$ cat src/rtl/apb_timer_periph_if.sv
// APB bus bundle for the timer slot: address/control/write data from the master,
// read data and ready from the responder.
interface apb_timer_periph_if;
   logic [31:0] PADDR;
   logic        PWRITE;
   logic        PSEL;
   logic        PENABLE;
   logic [31:0] PWDATA;
   logic [31:0] PRDATA;
   logic        PREADY;

   modport master (
      output PADDR, PWRITE, PSEL, PENABLE, PWDATA,
      input  PRDATA, PREADY
   );

   modport slave (
      input  PADDR, PWRITE, PSEL, PENABLE, PWDATA,
      output PRDATA, PREADY
   );
endinterface

$ cat src/rtl/apb_timer_periph.sv
// APB timer: prescaled up-counter with compare/auto-reload, sticky match flag and level irq.
// Writes complete in the first access cycle; reads stall PREADY for READ_WAIT access cycles.
module apb_timer_periph #(
   parameter int WIDTH     = 32,
   parameter int READ_WAIT = 1
) (
   input  logic                PCLK,
   input  logic                PRESET,
   apb_timer_periph_if.slave   apb,
   output logic                irq
);

   typedef enum logic [1:0] {
      ST_IDLE  = 2'd0,
      ST_SETUP = 2'd1,
      ST_WAIT  = 2'd2,
      ST_DONE  = 2'd3
   } state_t;

   localparam logic [2:0] IDX_TCR  = 3'd0;
   localparam logic [2:0] IDX_TCNT = 3'd1;
   localparam logic [2:0] IDX_PSC  = 3'd2;
   localparam logic [2:0] IDX_ARR  = 3'd3;
   localparam logic [2:0] IDX_TSR  = 3'd4;

   localparam logic [1:0] WAIT_LAST = 2'((READ_WAIT == 0) ? 0 : READ_WAIT - 1);

   state_t            state_q, state_d, state_cur;
   logic [1:0]        wcnt_q, wcnt_d;
   logic [31:0]       prdata_q, prdata_d;
   logic              rd_capture;

   logic              en_q, en_d;
   logic              ien_q, ien_d;
   logic              ar_q, ar_d;
   logic              match_q, match_d;
   logic              irq_q, irq_d;
   logic [WIDTH-1:0]  tcnt_q, tcnt_d;
   logic [WIDTH-1:0]  psc_q, psc_d;
   logic [WIDTH-1:0]  arr_q, arr_d;
   logic [WIDTH-1:0]  pcnt_q, pcnt_d;

   logic              pready;
   logic [2:0]        idx;
   logic [WIDTH-1:0]  wdat;
   logic              wr_en, wr_tcr, wr_tcnt, wr_psc, wr_arr, wr_tsr, clr;
   logic              tick, hit;
   logic [31:0]       rdata;
   logic              unused_bits;

   assign idx    = apb.PADDR[4:2];
   assign wdat   = apb.PWDATA[WIDTH-1:0];
   assign pready = (state_q == ST_DONE);

   assign apb.PREADY = pready;
   assign apb.PRDATA = prdata_q;
   assign irq        = irq_q;

   assign unused_bits = ^{apb.PADDR[31:5], apb.PADDR[1:0], apb.PWDATA};

   // The setup cycle is decoded from the bus rather than registered, so the
   // decision to stall is already made when the access cycle begins.
   always_comb begin
      state_cur  = state_q;
      state_d    = state_q;
      wcnt_d     = wcnt_q;
      rd_capture = 1'b0;
      if (apb.PSEL && !apb.PENABLE && (state_q != ST_WAIT)) begin
         state_cur = ST_SETUP;
      end
      case (state_cur)
         ST_IDLE: state_d = ST_IDLE;
         ST_SETUP: begin
            wcnt_d = 2'd0;
            if (apb.PWRITE || (READ_WAIT == 0)) begin
               state_d    = ST_DONE;
               rd_capture = !apb.PWRITE;
            end else begin
               state_d = ST_WAIT;
            end
         end
         ST_WAIT: begin
            if (wcnt_q == WAIT_LAST) begin
               state_d    = ST_DONE;
               rd_capture = 1'b1;
            end else begin
               wcnt_d = wcnt_q + 2'd1;
            end
         end
         ST_DONE: state_d = ST_IDLE;
         default: state_d = ST_IDLE;
      endcase
      if (!apb.PSEL) begin
         state_d    = ST_IDLE;
         rd_capture = 1'b0;
      end
   end

   always_comb begin
      rdata = '0;
      case (idx)
         IDX_TCR:  rdata[3:0]       = {ar_q, ien_q, 1'b0, en_q};
         IDX_TCNT: rdata[WIDTH-1:0] = tcnt_q;
         IDX_PSC:  rdata[WIDTH-1:0] = psc_q;
         IDX_ARR:  rdata[WIDTH-1:0] = arr_q;
         IDX_TSR:  rdata[0]         = match_q;
         default:  rdata            = '0;
      endcase
      prdata_d = rd_capture ? rdata : prdata_q;
   end

   assign wr_en   = apb.PSEL && apb.PENABLE && apb.PWRITE && pready;
   assign wr_tcr  = wr_en && (idx == IDX_TCR);
   assign wr_tcnt = wr_en && (idx == IDX_TCNT);
   assign wr_psc  = wr_en && (idx == IDX_PSC);
   assign wr_arr  = wr_en && (idx == IDX_ARR);
   assign wr_tsr  = wr_en && (idx == IDX_TSR);
   assign clr     = wr_tcr && apb.PWDATA[1];

   // A same-cycle TCNT load or clear overrides the tick, including its match.
   assign tick = en_q && (pcnt_q == psc_q);
   assign hit  = tick && (tcnt_q == arr_q) && !wr_tcnt && !clr;

   always_comb begin
      pcnt_d  = pcnt_q;
      tcnt_d  = tcnt_q;
      psc_d   = psc_q;
      arr_d   = arr_q;
      en_d    = en_q;
      ien_d   = ien_q;
      ar_d    = ar_q;
      match_d = match_q;

      if (en_q) begin
         pcnt_d = (pcnt_q == psc_q) ? '0 : pcnt_q + WIDTH'(1);
      end
      if (tick) begin
         tcnt_d = (tcnt_q == arr_q) ? '0 : tcnt_q + WIDTH'(1);
      end
      if (hit && !ar_q) begin
         en_d = 1'b0;
      end

      if (wr_tcr) begin
         en_d  = apb.PWDATA[0];
         ien_d = apb.PWDATA[2];
         ar_d  = apb.PWDATA[3];
      end
      if (clr) begin
         tcnt_d = '0;
         pcnt_d = '0;
      end
      if (wr_tcnt) tcnt_d = wdat;
      if (wr_psc) begin
         psc_d  = wdat;
         pcnt_d = '0;
      end
      if (wr_arr) arr_d = wdat;

      if (wr_tsr && apb.PWDATA[0]) match_d = 1'b0;
      if (hit) match_d = 1'b1;

      irq_d = match_d && ien_d;
   end

   always_ff @(posedge PCLK) begin
      if (!PRESET) begin
         state_q  <= ST_IDLE;
         wcnt_q   <= 2'd0;
         prdata_q <= '0;
         en_q     <= 1'b0;
         ien_q    <= 1'b0;
         ar_q     <= 1'b0;
         match_q  <= 1'b0;
         irq_q    <= 1'b0;
         tcnt_q   <= '0;
         psc_q    <= '0;
         arr_q    <= '0;
         pcnt_q   <= '0;
      end else begin
         state_q  <= state_d;
         wcnt_q   <= wcnt_d;
         prdata_q <= prdata_d;
         en_q     <= en_d;
         ien_q    <= ien_d;
         ar_q     <= ar_d;
         match_q  <= match_d;
         irq_q    <= irq_d;
         tcnt_q   <= tcnt_d;
         psc_q    <= psc_d;
         arr_q    <= arr_d;
         pcnt_q   <= pcnt_d;
      end
   end

endmodule

$ cat src/flat_wrapper.sv
// flat-port wrapper written by rule: the top's interface ports become plain ports
module apb_timer_periph_flat 
#(
   parameter int WIDTH     = 32,
   parameter int READ_WAIT = 1
)
  (PCLK, PRESET, irq, apb_PADDR, apb_PWRITE, apb_PSEL, apb_PENABLE, apb_PWDATA, apb_PRDATA, apb_PREADY);
  apb_timer_periph_if apb_i ();
  input  logic PCLK;
  input  logic PRESET;
  output logic irq;
  input wire logic [$bits(apb_i.PADDR)-1:0] apb_PADDR;
  input wire logic [$bits(apb_i.PWRITE)-1:0] apb_PWRITE;
  input wire logic [$bits(apb_i.PSEL)-1:0] apb_PSEL;
  input wire logic [$bits(apb_i.PENABLE)-1:0] apb_PENABLE;
  input wire logic [$bits(apb_i.PWDATA)-1:0] apb_PWDATA;
  output wire logic [$bits(apb_i.PRDATA)-1:0] apb_PRDATA;
  output wire logic [$bits(apb_i.PREADY)-1:0] apb_PREADY;
  assign apb_i.PADDR = apb_PADDR;
  assign apb_i.PWRITE = apb_PWRITE;
  assign apb_i.PSEL = apb_PSEL;
  assign apb_i.PENABLE = apb_PENABLE;
  assign apb_i.PWDATA = apb_PWDATA;
  assign apb_PRDATA = apb_i.PRDATA;
  assign apb_PREADY = apb_i.PREADY;
  apb_timer_periph #(.WIDTH(WIDTH), .READ_WAIT(READ_WAIT)) u_core (.PCLK(PCLK), .PRESET(PRESET), .apb(apb_i), .irq(irq));
endmodule
$ cat config.mk
export PLATFORM = sky130hd
export DESIGN_NAME = apb_timer_periph_flat
export DESIGN_NICKNAME = d
export VERILOG_FILES = /design/src/rtl/apb_timer_periph_if.sv /design/src/rtl/apb_timer_periph.sv /design/src/flat_wrapper.sv
export SDC_FILE = /design/constraint.sdc
export NUM_CORES = 1
export LEC_CHECK = 0
export CORE_MARGIN = 1
export CORE_UTILIZATION = 35
export DETAILED_ROUTE_END_ITERATION = 12
export PLACE_DENSITY = 0.6
export SYNTH_ARGS = -nofsm -noshare
export SYNTH_HDL_FRONTEND = slang
export SYNTH_SLANG_ARGS = --single-unit
$ cat constraint.sdc
create_clock -name PCLK -period 5.1 [get_ports PCLK]
set_input_delay 0.765 -clock PCLK [delete_from_list [all_inputs] [get_ports PCLK]]
set_output_delay 0.765 -clock PCLK [all_outputs]
set_load 0.05 [all_outputs]
==> results.yml, run 1 <==
global_route:
  grt_pass1_vias: 7478
  grt_overflow: 0
  grt_max_degree: 69
  grt_pass1_wl_mm: 43.5
  antenna_found_initial: 0
  grtUsageTotal_pct: 22.0
cts:
  clk_pin_slew_ns: 0.07
  insertion_delay_ns: 0.44
  cts_hold_buf: 0
  cts_max_path_buffers: 2
  tritoncts: "built"
  numCtsBuffers: 17
  cts_setup_buffers: 0
  cts_resized: 0
  cts_root_buf: "clkbuf_16"
  htreeDepth: 4
  cts.sink_count: 169
final_layout:
  diodes: 0
  syn_to_final_growth_pct: 16.6
  mostFrequentLayoutCells: "nand2_1, dfxtp_1, nor2_1, a21oi_1, xnor2_1"
  layout.nets: 1208
  final_common_cell: "nand2_1"
  fin_cells: 1473
  drive_above_1_share_pct: 8.09
  design_area_um2: 10200
  finish.utilization_pct: 41.8
worst_setup_path:
  cp_slowest_cell: "a21oi_1"
  cp-startpoint: "apb_PADDR[3]"
  crit_path_end_kind: "register"
  crit_arrival_ns: 3.68
  start_kind: "input pin"
  cp_max_fo: 20
  worst-setup-path-type: "input pin to register"
  crit_required_ns: 5.45
  max_stage_delay_ns: 1.08
  r2r_start: "u_core.state_q[0]"
  crit_path_cell_trace: "clkdlybuf4s50_1 -> nor3_2 -> a21oi_1 -> a221oi_1 -> a211oi_1"
floorplan:
  std_cell_rows: 57
  dieArea_um2: 25600
  start_util_pct: 35.8
  die_w_um: 160
  boundaryPins: 103
  chipHeight_um: 160
  core_um2: 24400
timing:
  slew_headroom_pct: 11.7
  final-setup-viol-count: 0
  worst_pin_slew_ns: 1.32
  max_freq_ghz: 0.300
  fin_crit_sh_pct: 65.4
  min_period_ns: 3.33
  fin_tns_setup_ns: 0
  slew_viol_final: 0
  rsz0062_at_grt: "false"
  holdWs_ns: 0.483
  final_hold_viol_count: 0
  clock_skew_ns: 0.00928
synth:
  ys_warn_count: 0
  synth_nets: 1184
  synthArstFlopShare_pct: 0
  syn_avg_cell_area_um2: 7.85
  synth_ff_type: "dfxtp_1"
  syn-cell-area_um2: 8730
  synth_cell_type_count: 61
  ys_seq_area_share_pct: 38.7
  synth_cells: 1112
  synth_edf_count: 0
  ys_ff_latch: 169
detailed_routing:
  routed_via_density: 5.44
  num_vias: 8015
  drtPass1Iterations: 5
  drc_errors: 0
  drt-total-wl_mm: 27.6
  wire_per_inst_um: 18.7
  ant_nets: 0
  drt_iter0_markers: 695
place:
  place_inst: 1441
  placed_area_um2: 9610
  io_buffers: 73
  place_hpwl_mm: 19.2
  place.gp.congestion: 0.841
job:
  cap_violations: 0
power:
  p_per_area_nw_per_um2: 267
  peakVddDrop_mv: 0.168
  p_leak_nw: 3.30
hold_path:
  hold_path_class: "register to register"
  min_from: "u_core.arr_q[6]"
run_status:
  status: "complete, no violations"
## area by class of cell
class,instances,area [um^2]
clock buffer,23,488
inverter,14,53.8
clock inverter,9,90.1
multi-input combinational,845,4920
fill,2484,14200
timing repair buffer,89,846
tap,324,405
sequential,169,3380
## worst max-delay path: cells and delay by family
kind                   cells  cell delay [ns]
AOI/OAI and AO/OA          3             1.56
and+or+nand+nor            1             0.29
buffers and inverters      1             1.06
## routing by layer
metal / GRT usage (%) / routed length (um)
met5: 0 / 0
met4: 10.7 / 1050
met3: 4.26 / 1550
met2: 34.1 / 12400
met1: 29.4 / 12600
## power breakdown
group | leakage, nW | internal, W | switching (W)
sequential | 1.36 | 0.00132 | 0.00000138
combinational | 1.66 | 0.0000404 | 0.0000752
clock | 0.280 | 0.000727 | 0.000555
## flip-flops by register name, indices dropped and copies added, names as in the netlist
name	flops
u_core.en_q	1
u_core.irq	1
u_core.psc_q	32
u_core.wcnt_q	2
u_core.ien_q	1
u_core.ar_q	1
u_core.state_q	2
u_core.match_q	1
u_core.pcnt_q	32
u_core.arr_q	32
u_core.tcnt_q	32
u_core.apb.PRDATA	32
## path summary, 6_finish.rpt
| check | to | slack (ns) | cells after the start |
|---|---|---|---|
| worst max register to register | u_core.tcnt_q[28] | 2.28 | 6 |
| worst max-delay path | u_core.tcnt_q[0] | 1.77 | 5 |
| worst min register to register | u_core.arr_q[6] | 0.48 | 2 |
| worst min-delay path | u_core.arr_q[6] | 0.48 | 2 |
## cells in the mapped netlist, drive strengths merged (12+ instances only)
master,n,area [um^2]
a21oi,138,691
a22oi,34,255
and3,12,81.3
buf,28,176
clkbuf,56,215
dfxtp,169,3380
inv,14,52.6
mux2,29,327
nand2,186,701
nand3,35,175
nand4,33,236
nor2,141,529
nor3,25,136
o21ai,15,75.1
xnor2,80,701
xor2,19,166
## logic make-up (layout without fill, tap and decap cells)
kind of cell / count (synthesis) / count (layout) / synth area share, %
compound gates: 242 / 242 / 17.1
xor+xnor: 99 / 99 / 9.93
fa+ha+maj: 4 / 4 / 0.544
buf+inv: 98 / 135 / 5.09
flops: 169 / 169 / 38.7
mux: 36 / 36 / 4.83
simple gates: 464 / 464 / 23.8
## metrics by stage
stage	setup slack, ns	power, W
3_3_place_gp	1.47	0.00147
6_report	1.77	0.00272
3_5_place_dp	1.44	0.00147
4_1_cts	1.86	0.00273
5_1_grt	1.62	0.00281
2_1_floorplan	2.59	0.00140
Power figures use the tool's default switching activity.
==> inputs of run 2 (changes only) <==
--- a/config.mk
+++ b/config.mk
@@ -8,7 +8,7 @@
 export CORE_MARGIN = 1
 export CORE_UTILIZATION = 35
 export DETAILED_ROUTE_END_ITERATION = 12
-export PLACE_DENSITY = 0.6
+export PLACE_DENSITY = 0.62
 export SYNTH_ARGS = -nofsm -noshare
 export SYNTH_HDL_FRONTEND = slang
 export SYNTH_SLANG_ARGS = --single-unit
==> constraint.sdc (replaced) <==
create_clock -name PCLK -period 2.83 [get_ports PCLK]
set_input_delay 0.4245 -clock PCLK [delete_from_list [all_inputs] [get_ports PCLK]]
set_output_delay 0.4245 -clock PCLK [all_outputs]
set_load 0.05 [all_outputs]
==> run 2 against run 1 <==
Clock skew down 0.0011 ns. Worst hold slack better by 0.0015 ns. First-iteration DRC count up 3.7%.
==> results.yml, run 2 (synthesized netlist as in run 1, its figures left out) <==
floorplan:
  chipHeight_um: 160
  start_util_pct: 35.8
  core_um2: 24400
  dieArea_um2: 25600
  die_w_um: 160
  std_cell_rows: 57
  boundaryPins: 103
timing:
  holdWs_ns: 0.485
  rsz0062_at_grt: "false"
  worst_slack_ns: 0.229
  slew_viol_final: 0
  clock_skew_ns: 0.00818
  max_freq_ghz: 0.384
  slew_headroom_pct: 16.3
  min_period_ns: 2.60
  final-setup-viol-count: 0
  worst_pin_slew_ns: 1.26
  fin_crit_sh_pct: 91.9
  final_hold_viol_count: 0
worst_setup_path:
  critical_path.endpoint: "u_core.tcnt_q[16]"
  worst-setup-path-type: "register to register"
  crit_path_end_kind: "register"
  crit_required_ns: 3.16
  r2r_start: "u_core.tcnt_q[1]"
  cp-startpoint: "u_core.tcnt_q[1]"
  crit_arrival_ns: 2.93
  reg2reg_to: "u_core.tcnt_q[16]"
  reg2reg_slack_ns: 0.23
  start_kind: "register"
  reg2reg_depth: 7
  cp_max_fo: 6
final_layout:
  diodes: 0
  mostFrequentLayoutCells: "nand2_1, dfxtp_1, nor2_1, a21oi_1, xnor2_1"
  n_fill_cell: 2463
  drive_above_1_share_pct: 11.3
  final_common_cell: "nand2_1"
  syn_to_final_growth_pct: 21.1
  area.sequential_um2: 3380
  layout.nets: 1250
  multi_input_area_um2: 4930
  finish.utilization_pct: 43.4
cts:
  clk_pin_slew_ns: 0.06
  insertion_delay_ns: 0.44
  cts_max_path_buffers: 2
  cts_hold_buf: 0
  cts_root_buf: "clkbuf_16"
  tritoncts: "built"
  cts.sink_count: 169
  numCtsBuffers: 17
  htreeDepth: 4
detailed_routing:
  drt-total-wl_mm: 27.5
  ant_nets: 0
  drt_iter0_markers: 721
  num_vias: 8267
  drtPass1Iterations: 6
  drc_errors: 0
  routed_via_density: 5.46
  wire_per_inst_um: 18.1
power:
  p_per_area_nw_per_um2: 466
  finalPower_w: 0.00493
  p_leak_nw: 3.52
  peakVddDrop_mv: 0.293
global_route:
  grt_pass1_vias: 7597
  grt_overflow: 0
  grt_max_degree: 63
  grt_pass1_wl_mm: 43.1
  grtUsageTotal_pct: 21.7
  antenna_found_initial: 0
place:
  io_buffers: 73
  place_hpwl_mm: 20.0
  place.gp.congestion: 0.903
  pre_cts_slack_ns: -0.0156
run_status:
  status: "complete, no violations"
hold_path:
  hold_path_class: "register to register"
job:
  cap_violations: 0
[run 2: worst max-delay path: stages (launching register included)]
cell and delay [ns]:
dfxtp_1 0.47, ha_1 0.31, nand4_1 0.22, or4_2 0.79, or2_2 0.31, a21oi_1 0.17
a2bb2oi_1 0.17, nor3_1 0.06
[run 2: worst min-delay path by stage]
stage | from | endpoint | slack [ns] | depth (start not counted)
after floorplan | u_core.wcnt_q[1] | u_core.wcnt_q[1] | 0.45 | 2
after global placement | u_core.arr_q[18] | u_core.arr_q[18] | 0.47 | 2
after detailed placement | u_core.arr_q[8] | u_core.arr_q[8] | 0.47 | 2
after CTS | u_core.arr_q[8] | u_core.arr_q[8] | 0.48 | 2
after global routing | u_core.arr_q[7] | u_core.arr_q[7] | 0.50 | 2
final | u_core.arr_q[20] | u_core.arr_q[20] | 0.48 | 2
[run 2: cell type report]
type | instances | share of cell area, %
multi-input combinational | 845 | 46.6
sequential | 169 | 32.0
clock inverter | 11 | 1.16
clock buffer | 21 | 4.26
timing repair buffer | 131 | 11.7
inverter | 14 | 0.509
tap | 324 | 3.83
[run 2: metal layers]
layer / part of all wire [%] / global-route usage, % / up-vias / routed length [um]
met5: 0 / 0 / - / 0
li1: - / - / 3983 / -
met2: 45 / 33.8 / 310 / 12400
met1: 44 / 29.2 / 3924 / 12100
met4: 3.1 / 9.52 / 0 / 852
met3: 7.6 / 4.03 / 50 / 2090
[run 2: repair_timing]
item,4_1_cts,5_1_grt
endpoints found under the setup margin,0,1
setup buffers,0,0
resized for setup,0,1
[run 2: power by group]
group / switching (W) / internal (W) / leakage [nW] / total (W)
registers: 0.00000261 / 0.00238 / 1.36 / 0.00238
clock network: 0.000999 / 0.00132 / 0.275 / 0.00232
logic: 0.000140 / 0.0000864 / 1.89 / 0.000226
total: 0.00114 / 0.00379 / 3.52 / 0.00493
[run 2: per-stage QoR]
step | setup TNS [ns] | cells | instance area, um^2
3_3_place_gp | -0.00328 | 1483 | 10000
4_1_cts | 0 | 1515 | 10600
2_1_floorplan | 0 | 1112 | 8730
5_1_grt | 0 | 1515 | 10600
3_5_place_dp | -0.0243 | 1483 | 10000
6_report | 0 | 1515 | 10600
